### src/rtl/upg_pkg.sv
// rtl/upg_pkg.sv - shared state encoding and memory-select constant for the programming arbiter
package upg_pkg;

    typedef enum logic [1:0] {
        ST_RUN  = 2'd0,
        ST_ARM  = 2'd1,
        ST_LOAD = 2'd2,
        ST_HOLD = 2'd3
    } upg_state_e;

    // Programmer address bit that steers a write to data memory instead of instruction memory
    localparam int unsigned MEM_SEL_BIT = 14;

    function automatic logic [15:0] sat_inc16(input logic [15:0] v);
        return (v == 16'hFFFF) ? v : v + 16'd1;
    endfunction

endpackage

### src/rtl/upg_mem_arbiter_btn_debounce.sv
// rtl/upg_mem_arbiter_btn_debounce.sv - consecutive-high-sample button debouncer
module btn_debounce #(
    parameter int unsigned CYCLES = 20000
) (
    input  logic clk,
    input  logic rst,
    input  logic en,
    input  logic btn,
    output logic pressed
);

    localparam int unsigned   CW   = $clog2(CYCLES + 1);
    localparam logic [CW-1:0] LAST = CW'(CYCLES - 1);

    logic [CW-1:0] cnt;

    // pressed fires on the CYCLES-th consecutive high sample; the count holds there while held
    always_ff @(posedge clk) begin
        if (rst || !en || !btn) begin
            cnt <= '0;
        end else if (cnt != LAST) begin
            cnt <= cnt + 1'b1;
        end
    end

    assign pressed = en && btn && (cnt == LAST);

endmodule

### src/rtl/upg_mem_arbiter.sv
// rtl/upg_mem_arbiter.sv - memory port arbiter and RUN/ARM/LOAD/HOLD sequencer for UART programming
module upg_mem_arbiter #(
    parameter int unsigned DEBOUNCE_CYCLES = 20000,
    parameter int unsigned UPG_RST_CYCLES  = 4,
    parameter int unsigned TIMEOUT_CYCLES  = 1 << 24,
    parameter int unsigned CPU_HOLD_CYCLES = 2
) (
    input  logic        clk,
    input  logic        rst,
    input  logic        start_btn,
    input  logic        upg_wen_i,
    input  logic [14:0] upg_adr_i,
    input  logic [31:0] upg_dat_i,
    input  logic        upg_done_i,
    input  logic [13:0] pc_adr,
    input  logic        cpu_wen,
    input  logic [13:0] cpu_adr,
    input  logic [31:0] cpu_dat,
    output logic        imem_wen,
    output logic        dmem_wen,
    output logic [13:0] imem_adr,
    output logic [13:0] dmem_adr,
    output logic [31:0] imem_dat,
    output logic [31:0] dmem_dat,
    output logic        cpu_rst,
    output logic        upg_rst,
    output logic        prog_mode,
    output logic        timeout_err,
    output logic [15:0] words_loaded
);

    import upg_pkg::*;

    localparam logic [1:0] S_RUN  = ST_RUN;
    localparam logic [1:0] S_ARM  = ST_ARM;
    localparam logic [1:0] S_LOAD = ST_LOAD;
    localparam logic [1:0] S_HOLD = ST_HOLD;

    localparam int unsigned PMAX_A = (UPG_RST_CYCLES > CPU_HOLD_CYCLES) ? UPG_RST_CYCLES : CPU_HOLD_CYCLES;
    localparam int unsigned PMAX   = (TIMEOUT_CYCLES > PMAX_A) ? TIMEOUT_CYCLES : PMAX_A;
    localparam int unsigned PW     = $clog2(PMAX + 1);

    localparam logic [PW-1:0] ARM_LAST  = PW'(UPG_RST_CYCLES - 1);
    localparam logic [PW-1:0] HOLD_LAST = PW'(CPU_HOLD_CYCLES - 1);
    localparam logic [PW-1:0] IDLE_LAST = PW'(TIMEOUT_CYCLES - 1);

    logic [1:0]    state;
    logic [1:0]    state_nxt;
    logic [PW-1:0] phase_cnt;
    logic [15:0]   words_cnt;
    logic          terr;
    logic          press;
    logic          upg_wr;
    logic          idle_out;

    btn_debounce #(
        .CYCLES(DEBOUNCE_CYCLES)
    ) u_debounce (
        .clk    (clk),
        .rst    (rst),
        .en     (state == S_RUN),
        .btn    (start_btn),
        .pressed(press)
    );

    assign upg_wr   = (state == S_LOAD) && upg_wen_i && !rst;
    assign idle_out = !upg_wen_i && (phase_cnt == IDLE_LAST);

    always_comb begin
        state_nxt = state;
        case (state)
            S_RUN:   if (press) state_nxt = S_ARM;
            S_ARM:   if (phase_cnt == ARM_LAST) state_nxt = S_LOAD;
            S_LOAD:  if (upg_done_i || idle_out) state_nxt = S_HOLD;
            S_HOLD:  if (phase_cnt == HOLD_LAST) state_nxt = S_RUN;
            default: state_nxt = S_RUN;
        endcase
    end

    // phase_cnt times ARM and HOLD, and doubles as the idle counter in LOAD
    always_ff @(posedge clk) begin
        if (rst) begin
            state     <= S_RUN;
            phase_cnt <= '0;
            words_cnt <= '0;
            terr      <= 1'b0;
        end else begin
            state <= state_nxt;
            if ((state_nxt != state) || upg_wr) begin
                phase_cnt <= '0;
            end else if (state != S_RUN) begin
                phase_cnt <= phase_cnt + 1'b1;
            end
            if ((state == S_RUN) && press) begin
                words_cnt <= '0;
                terr      <= 1'b0;
            end else if (upg_wr) begin
                words_cnt <= sat_inc16(words_cnt);
            end
            if ((state == S_LOAD) && !upg_done_i && idle_out) begin
                terr <= 1'b1;
            end
        end
    end

    always_comb begin
        imem_wen = 1'b0;
        dmem_wen = 1'b0;
        imem_adr = pc_adr;
        imem_dat = upg_dat_i;
        dmem_adr = cpu_adr;
        dmem_dat = cpu_dat;
        case (state)
            S_RUN: begin
                dmem_wen = cpu_wen && !rst;
            end
            S_LOAD: begin
                imem_adr = upg_adr_i[13:0];
                dmem_adr = upg_adr_i[13:0];
                dmem_dat = upg_dat_i;
                imem_wen = upg_wr && !upg_adr_i[MEM_SEL_BIT];
                dmem_wen = upg_wr && upg_adr_i[MEM_SEL_BIT];
            end
            default: ;
        endcase
    end

    assign cpu_rst      = rst || (state != S_RUN);
    assign upg_rst      = !rst && (state == S_ARM);
    assign prog_mode    = (state != S_RUN);
    assign timeout_err  = terr;
    assign words_loaded = words_cnt;

endmodule

### config.mk
export PLATFORM = sky130hd
export DESIGN_NAME = upg_mem_arbiter
export DESIGN_NICKNAME = d
export VERILOG_FILES = /design/src/rtl/upg_pkg.sv /design/src/rtl/upg_mem_arbiter_btn_debounce.sv /design/src/rtl/upg_mem_arbiter.sv
export SDC_FILE = /design/constraint.sdc
export NUM_CORES = 1
export LEC_CHECK = 0
export CORE_ASPECT_RATIO = 1.5
export CORE_MARGIN = 2
export CORE_UTILIZATION = 41
export CTS_CLUSTER_SIZE = 14
export DETAILED_ROUTE_END_ITERATION = 8
export PLACE_DENSITY = 0.95
export SLEW_MARGIN = 5
export SYNTH_ARGS = -nofsm -noshare
export SYNTH_HDL_FRONTEND = slang
export SYNTH_SLANG_ARGS = --single-unit
### constraint.sdc
create_clock -name clk -period 3.4 [get_ports clk]
set_clock_uncertainty 0.05 [all_clocks]
set_input_delay 0.68 -clock clk [delete_from_list [all_inputs] [get_ports clk]]
set_output_delay 0.68 -clock clk [all_outputs]
set_load 0.05 [all_outputs]
==> metrics, run 1 <==
via count=4644; CP top delay family=buffers and inverters; max_cap viols=0; total gr overflow=0; Cells after Synth=546; CP required=2.67 ns; first-pass GRT wire length=22.61 mm; PwrDens=349.7 nW/um^2; Main synth FF type=dfxtp_1; GRT Util Overall=29.91%; WL final=14.86 mm; YS warnings=0; #FFs+latches synth=59; Worst Path Arrival=2.54 ns; Final Util=70.61%; Post-Syn Area per Cell=6.854 um^2; # port buffers=226; Peak Freq=305.5 MHz; die area=9923 um^2; H-tree depth=3; Die Y-Extent=121.0 um; Root Buffer=clkbuf_16; drt wl/cell=17.42 um; setup ws final=0.1269 ns; CP Buf/Inv Count=3; final period utilization=96.27%; Synth Cell Area=3742 um^2; vias in the first global route=4635; CTS Sinks=59; syn_nets=663; initial DRC count=302; Power Total=2.180 mW; number of synthesized flops with an enable pin=0; crit path launch type=flop; unrepaired setup endpoints after global routing=no; CTS Buffer Depth=2; critical path fanouts, max=17; worst hold path class=reg -> reg; routability cong.=0.9086; endpoint type of the worst setup path=output pin; CTS tree=built; critical path type=reg -> out; DRC errors left=0; Worst-path clk slew=0.05 ns; Top cell by count, worst path=nand2_1; actual slew at the worst max-slew pin=1.079 ns; proportion of layout cells with a drive suffix above 1=3.509%; Nets=854; Detailed Place HPWL=11.28 mm; vias per inst=5.444; DIE WIDTH=82.01 um; Clock Latency Late Sink=0.33 ns; Initial Util=42.39%; Final Hold Fails=0; Final ANT Viol Nets=0; Worst path max stage delay=0.80 ns; Pins Over Slew Limit=0; Num CTS Buffers=9; CP max stage cell=clkdlybuf4s50_1; status=finished, final reports clean; hold buffer count at cts=0; relative slew slack=27.42%; Tmin final=3.273 ns; critical path, cell by cell=inv_1 -> nor2_4 -> buf_4 -> nand2_1 -> nand2_1 -> clkdlybuf4s50_1; Leak=2.610 nW; row cnt=42; pre-CTS setup slack=0.3240 ns; Area Growth Syn to Fin=66.57%; IO Pins=227; ys async rst share=0%; VDD IR-drop max=325.3 uV; largest net degree at the start of global routing=60; Core Area=8828 um^2; TNS Setup=0 ns; final number of setup-violating endpoints=0; register area share after synthesis=31.56%; initial antenna violation count=3; drt first pass iters=7; Cell variety after synth=39
-- through the flow --
stage,cells,hold slack (ns),cell area (um^2)
6_report,853,0.4581,6233
5_1_grt,851,0.5129,6228
4_1_cts,851,0.4412,6196
3_5_place_dp,836,0.4303,5882
3_3_place_gp,836,0.4254,5882
2_1_floorplan,546,0.4292,3742
-- sequential cells by signal (all words and copies together) (netlist names) --
name	cells
phase_cnt	25
words_loaded	16
u_debounce.cnt	15
state	2
timeout_err	1
-- final timing paths --
path / endpoint / depth (start not counted) / from / slack [ns]
hold reg to reg: timeout_err / 2 / timeout_err / 0.46
hold / removal: timeout_err / 2 / timeout_err / 0.46
setup reg to reg: words_loaded[14] / 5 / u_debounce.cnt[0] / 0.82
setup / recovery: dmem_adr[9] / 6 / state[1] / 0.13
-- worst register-to-register path, stage by stage, from the launching register on --
cell	delay, ns
dfxtp_1	0.37
ha_1	0.22
nand4_1	0.20
or4_1	0.78
o21ai_2	0.66
nor3_1	0.16
-- synthesized netlist by cell type, types with 6 or more instances --
library cell / n / area, um^2
xor2_1: 28 / 245.2
buf_4: 33 / 247.7
clkbuf_1: 12 / 45.04
inv_1: 10 / 37.54
nor2_1: 66 / 247.7
nor4_1: 11 / 68.82
and3_1: 8 / 50.05
xnor2_1: 20 / 175.2
nand2_1: 186 / 698.2
nand3_1: 21 / 105.1
nor3_1: 13 / 65.06
dfxtp_1: 59 / 1181
a211oi_1: 6 / 45.04
nand4_1: 22 / 137.6
-- repair_timing --
item	in CTS	in global routing
gates resized for setup	0	13
buffers inserted	0	0
setup endpoints to repair	0	13
-- cells by family after synthesis --
kind of cell    Yosys count  share of synthesized area, %
compound gates           24                         4.681
xor+xnor                 48                         11.23
fa+ha+maj                 4                         1.337
buf+inv                  63                         10.06
flops                    59                         31.56
mux                       3                        0.8024
simple gates            345                         40.32
-- final cells by class --
cell class              instances  area, um^2
fillers                       660        2595
multi-input cells             424        2195
clock inverters                 1       30.03
repair buffers                232        2360
flip-flops and latches         59        1181
clock buffers                  14       284.0
inverters                      11       41.29
well taps                     110       137.6
diodes                          2       5.005
-- layer usage --
metal	share of wire, %	vias to the layer above	global-route usage, %
li1	-	2161	-
met2	47	316	47.97
met5	0.12	-	0
met1	36	2096	33.43
met4	4.8	4	16.77
met3	13	67	11.01
-- power breakdown --
part / internal, mW / switching (mW)
clock network: 0.643 / 0.308
registers: 0.694 / 0.00109
logic: 0.228 / 0.307
-- cells in the final DEF, fill, tap and decap left out, types with 2 or more instances in the layout --
cell             count
or4_1                3
nand3_1             21
a211oi_1             6
nor4_1              11
nor3_1              13
dlymetal6s2s_1      13
or3_1                4
inv_1               10
nor2_1              65
buf_4                6
nand4_1             22
dfxtp_1             59
clkdlybuf4s50_1    211
xnor2_1             20
and2_1               2
clkbuf_16            9
and3_1               8
nand2_1            186
and4_1               3
a21oi_1              4
nand2b_1             2
nand4bb_1            2
buf_12               2
mux2i_1              3
xor2_1              28
ha_1                 4
clkbuf_8             4
diode_2              2
o21ai_0              4
(Power assumes the default switching activity.)
==> run 2: changes to the inputs <==
Settings changed: CORE_MARGIN 2 to unset.
==> metrics, run 2 (synthesis gave the netlist of run 1 again) <==
Tmin final=3.296 ns; Non-Filler Instances=854; Nets=853; max_cap viols=0; drt wl/cell=16.59 um; VDD IR-drop max=319.5 uV; final number of setup-violating endpoints=0; unrepaired setup endpoints after global routing=no; Critical Path Source=state[0]; routability cong.=0.9663; Clock Latency Late Sink=0.33 ns; # port buffers=226; Reg2Reg Setup Slack=0.84 ns; Root Buffer=clkbuf_16; largest net degree at the start of global routing=47; DIE WIDTH=80.01 um; CP Buf/Inv Count=2; final period utilization=96.96%; proportion of layout cells with a drive suffix above 1=3.374%; hold buffer count at cts=0; row cnt=42; Placed Cells=835; hold_sp=timeout_err; DP Area=5884 um^2; initial antenna violation count=9; crit path launch type=flop; CP max stage cell=clkdlybuf4s50_1; WL final=14.17 mm; CP top delay family=buffers and inverters; CTS Sinks=59; Worst path max stage delay=0.82 ns; number of flip-flops in the largest register=25; PwrDens=334.6 nW/um^2; CTS tree=built; Initial Util=42.39%; Num CTS Buffers=9; IO Pins=227; vias per inst=5.249; critical path type=reg -> out; vias in the first global route=4233; drt first pass iters=4; post-route cell area=6168 um^2; Biggest register=phase_cnt; Top cell by count, worst path=nand2_1; Final ANT Viol Nets=0; Pins Over Slew Limit=0; TNS Setup=0 ns; most common cell after layout, fill and taps aside=clkdlybuf4s50_1; worst hold path class=reg -> reg; worst r2r src=u_debounce.cnt[0]; total gr overflow=0; Die Y-Extent=119.0 um; initial DRC count=231; status=finished, final reports clean; Leak=2.481 nW; endpoint type of the worst setup path=output pin; relative slew slack=18.31%; H-tree depth=3; Area Growth Syn to Fin=64.83%; DRC errors left=0; GRT Util Overall=30.14%; commonest cells after routing, fill and taps aside=clkdlybuf4s50_1 (222), nand2_1 (186), nor2_1 (65); die area=9521 um^2; actual slew at the worst max-slew pin=1.216 ns; critical path fanouts, max=42; Final Hold Fails=0; Worst-path clk slew=0.05 ns; CTS Buffer Depth=2; via count=4483; first-pass GRT wire length=21.76 mm; CP required=2.67 ns; Core Area=8828 um^2; critical path, cell by cell=nand2b_2 -> buf_12 -> nand2_1 -> nand2_1 -> clkdlybuf4s50_1; Detailed Place HPWL=11.01 mm; Worst Path Arrival=2.57 ns; Peak Freq=303.4 MHz
## run 2: per-layer routing
metal	vias up	global-route usage, %	share of wire (%)
li1	2168	-	-
met1	2042	33.09	37
met2	228	49.47	47
met3	37	15.02	13
met4	8	10.60	2.3
met5	-	0	0.35
## run 2: path summary, 6_finish.rpt
kind,cells past startpoint,endpoint
min,2,timeout_err
max reg2reg,5,words_loaded[10]
max,5,dmem_dat[17]
min reg2reg,2,timeout_err
## run 2: report_power, final
group / total [mW] / internal, mW / switching [mW] / leakage, nW
logic: 0.535 / 0.228 / 0.306 / 1.87
clock network: 0.834 / 0.530 / 0.304 / 0.137
registers: 0.695 / 0.694 / 0.00121 / 0.475
## run 2: what timing repair did
item                                    4_1_cts  5_1_grt
gates resized for setup                       0        1
endpoints found under the hold margin         0        0
endpoints found under the setup margin        0        1
setup buffers                                 0        0
## run 2: area by class of cell
| type | instances | area [um^2] |
|---|---|---|
| repair buffers | 231 | 2332 |
| well taps | 110 | 137.6 |
| diodes | 3 | 7.507 |
| inverters | 11 | 41.29 |
| clock inverters | 2 | 10.01 |
| clock buffers | 14 | 264.0 |
| multi-input cells | 424 | 2195 |
| fillers | 693 | 2660 |
| flip-flops and latches | 59 | 1181 |
## run 2: per-stage QoR
step / worst slack (ns) / hold slack [ns] / total power, mW / util (%)
after detailed placement: 0.4640 / 0.4197 / 1.242 / 66.65
after floorplan: 0.5571 / 0.4292 / 1.001 / -
after global placement: 0.4594 / 0.4413 / 1.239 / 66.65
after CTS: 0.1280 / 0.4350 / 2.067 / 69.76
final: 0.1035 / 0.4345 / 2.064 / 69.87
after global routing: 0.001155 / 0.4631 / 2.126 / 69.78
## run 2: tightest hold or removal path, cell delays in order, from the launching register on
cell     delay, ns
dfxtp_1       0.31
o21ai_0       0.07
a21oi_1       0.06
==> run 3: changes to the inputs <==
Clock period 3.4 ns to 3.9 ns, I/O delays scaled along.
==> metrics, run 3 (synthesis gave the netlist of run 1 again) <==
initial antenna violation count=3; critical path type=reg -> out; DIE WIDTH=80.01 um; CP required=3.07 ns; total gr overflow=0; global routing usage on met3=12.41%; CTS-repair resized insts=0; Worst path max stage delay=0.80 ns; Detailed Place HPWL=10.94 mm; Die Y-Extent=119.0 um; # port buffers=226; Worst Path Arrival=2.61 ns; endpoint type of the worst setup path=output pin; Hold EP=timeout_err; final number of setup-violating endpoints=0; commonest cells after routing, fill and taps aside=clkdlybuf4s50_1 (225), nand2_1 (186), nor2_1 (65); GR Util met1=33.65%; setup ws final=0.4619 ns; GRT Util Overall=29.52%; CP max stage cell=clkdlybuf4s50_1; die area=9521 um^2; largest net degree at the start of global routing=57; WL final=14.43 mm; Worst-path clk slew=0.05 ns; vias in the first global route=4358; relative slew slack=21.75%; hold buffer count at cts=0; routability cong.=0.9531; IO Pins=227; Reg2Reg Depth=5; status=finished, final reports clean; critical path, cell by cell=inv_1 -> nor2_4 -> buf_4 -> nand2_1 -> nand2_1 -> clkdlybuf4s50_1; Initial Util=42.39%; via count=4593; actual slew at the worst max-slew pin=1.163 ns; worst r2r src=u_debounce.cnt[0]; final period utilization=88.16%; unrepaired setup endpoints after global routing=no; Clock Latency Late Sink=0.33 ns; CP Buf/Inv Count=3; CTS Sinks=59; number of flip-flops in the largest register=25; Num CTS Buffers=9; Peak Freq=290.9 MHz; Tmin final=3.438 ns; Root Buffer=clkbuf_16; row cnt=42; most common cell after layout, fill and taps aside=clkdlybuf4s50_1; RR Endpoint=words_loaded[14]; DRC errors left=0; Leak=2.455 nW; CTS tree=built; CTS Buffer Depth=2; PwrDens=293.3 nW/um^2; CP top delay family=buffers and inverters; critical path fanouts, max=47; drt wl/cell=16.95 um; Area Growth Syn to Fin=63.89%; worst hold path class=reg -> reg; Final Hold Fails=0; hold_sp=timeout_err; postcts setup bufs=0; proportion of layout cells with a drive suffix above 1=2.973%; first-pass GRT wire length=21.64 mm; H-tree depth=3; Nets=852; pre-CTS setup slack=0.6071 ns; VDD IR-drop max=313.9 uV; TNS Setup=0 ns; Top cell by count, worst path=nand2_1; global-route met2 utilization=48.02%; initial DRC count=283; vias per inst=5.397; Final ANT Viol Nets=0; drt first pass iters=6; Core Area=8828 um^2; crit path launch type=flop; Reg2Reg Setup Slack=1.29 ns; Pins Over Slew Limit=0; max_cap viols=0; WHS Path Cells=2; layer with the highest usage=met2; Biggest register=phase_cnt
-- run 3: cell types whose count changed in the layout (fill, tap and decap cells not counted) --
cell / previous run / this run
dlymetal6s2s_1: 1 / 0
buf_12: 3 / 1
diode_2: 3 / 1
clkdlybuf4s50_1: 222 / 225
buf_4: 5 / 4
-- run 3: cell type report --
| class | count | area, um^2 |
|---|---|---|
| fillers | 667 | 2695 |
| repair buffers | 230 | 2302 |
| multi-input cells | 424 | 2195 |
| flip-flops and latches | 59 | 1181 |
| clock buffers | 14 | 264.0 |
| well taps | 110 | 137.6 |
| inverters | 11 | 41.29 |
| clock inverters | 2 | 10.01 |
| diodes | 1 | 2.502 |
-- run 3: worst max path at each step --
stage / startpoint / endpoint / slack (ns) / depth (start not counted)
after floorplan: rst / dmem_wen / 0.86 / 3
after global placement: rst / imem_wen / 0.64 / 4
after detailed placement: rst / imem_wen / 0.61 / 4
after CTS: state[1] / imem_adr[8] / 0.47 / 6
after global routing: state[1] / imem_adr[5] / 0.34 / 6
final: state[1] / imem_adr[6] / 0.46 / 6
-- run 3: tightest hold or removal path: stages (launching register included) --
cell and delay [ns]:
dfxtp_1 0.31, o21ai_0 0.08, a21oi_1 0.06
-- run 3: where the power goes --
group	switching, mW	internal [mW]	leakage, nW	total [mW]
Clock	0.265	0.462	0.137	0.727
Sequential	0.00102	0.605	0.475	0.606
Combinational	0.269	0.198	1.84	0.466
Total	0.534	1.26	2.45	1.80
-- run 3: per-layer routing --
layer / part of all wire, % / vias up
met5: 0.090 / -
met4: 3.0 / 2
met3: 12 / 46
met2: 47 / 308
met1: 37 / 2083
li1: - / 2154
-- run 3: through the flow --
stage / area (um^2) / utilization, % / cells / hold WS, ns / power, mW
global route: 6131 / 69.44 / 850 / 0.4954 / 1.839
CTS: 6131 / 69.44 / 850 / 0.4473 / 1.797
finish: 6133 / 69.47 / 851 / 0.4511 / 1.799
global placement: 5857 / 66.34 / 834 / 0.4427 / 1.080
detailed placement: 5857 / 66.34 / 834 / 0.4373 / 1.083
floorplan: 3742 / - / 546 / 0.4292 / 0.8727
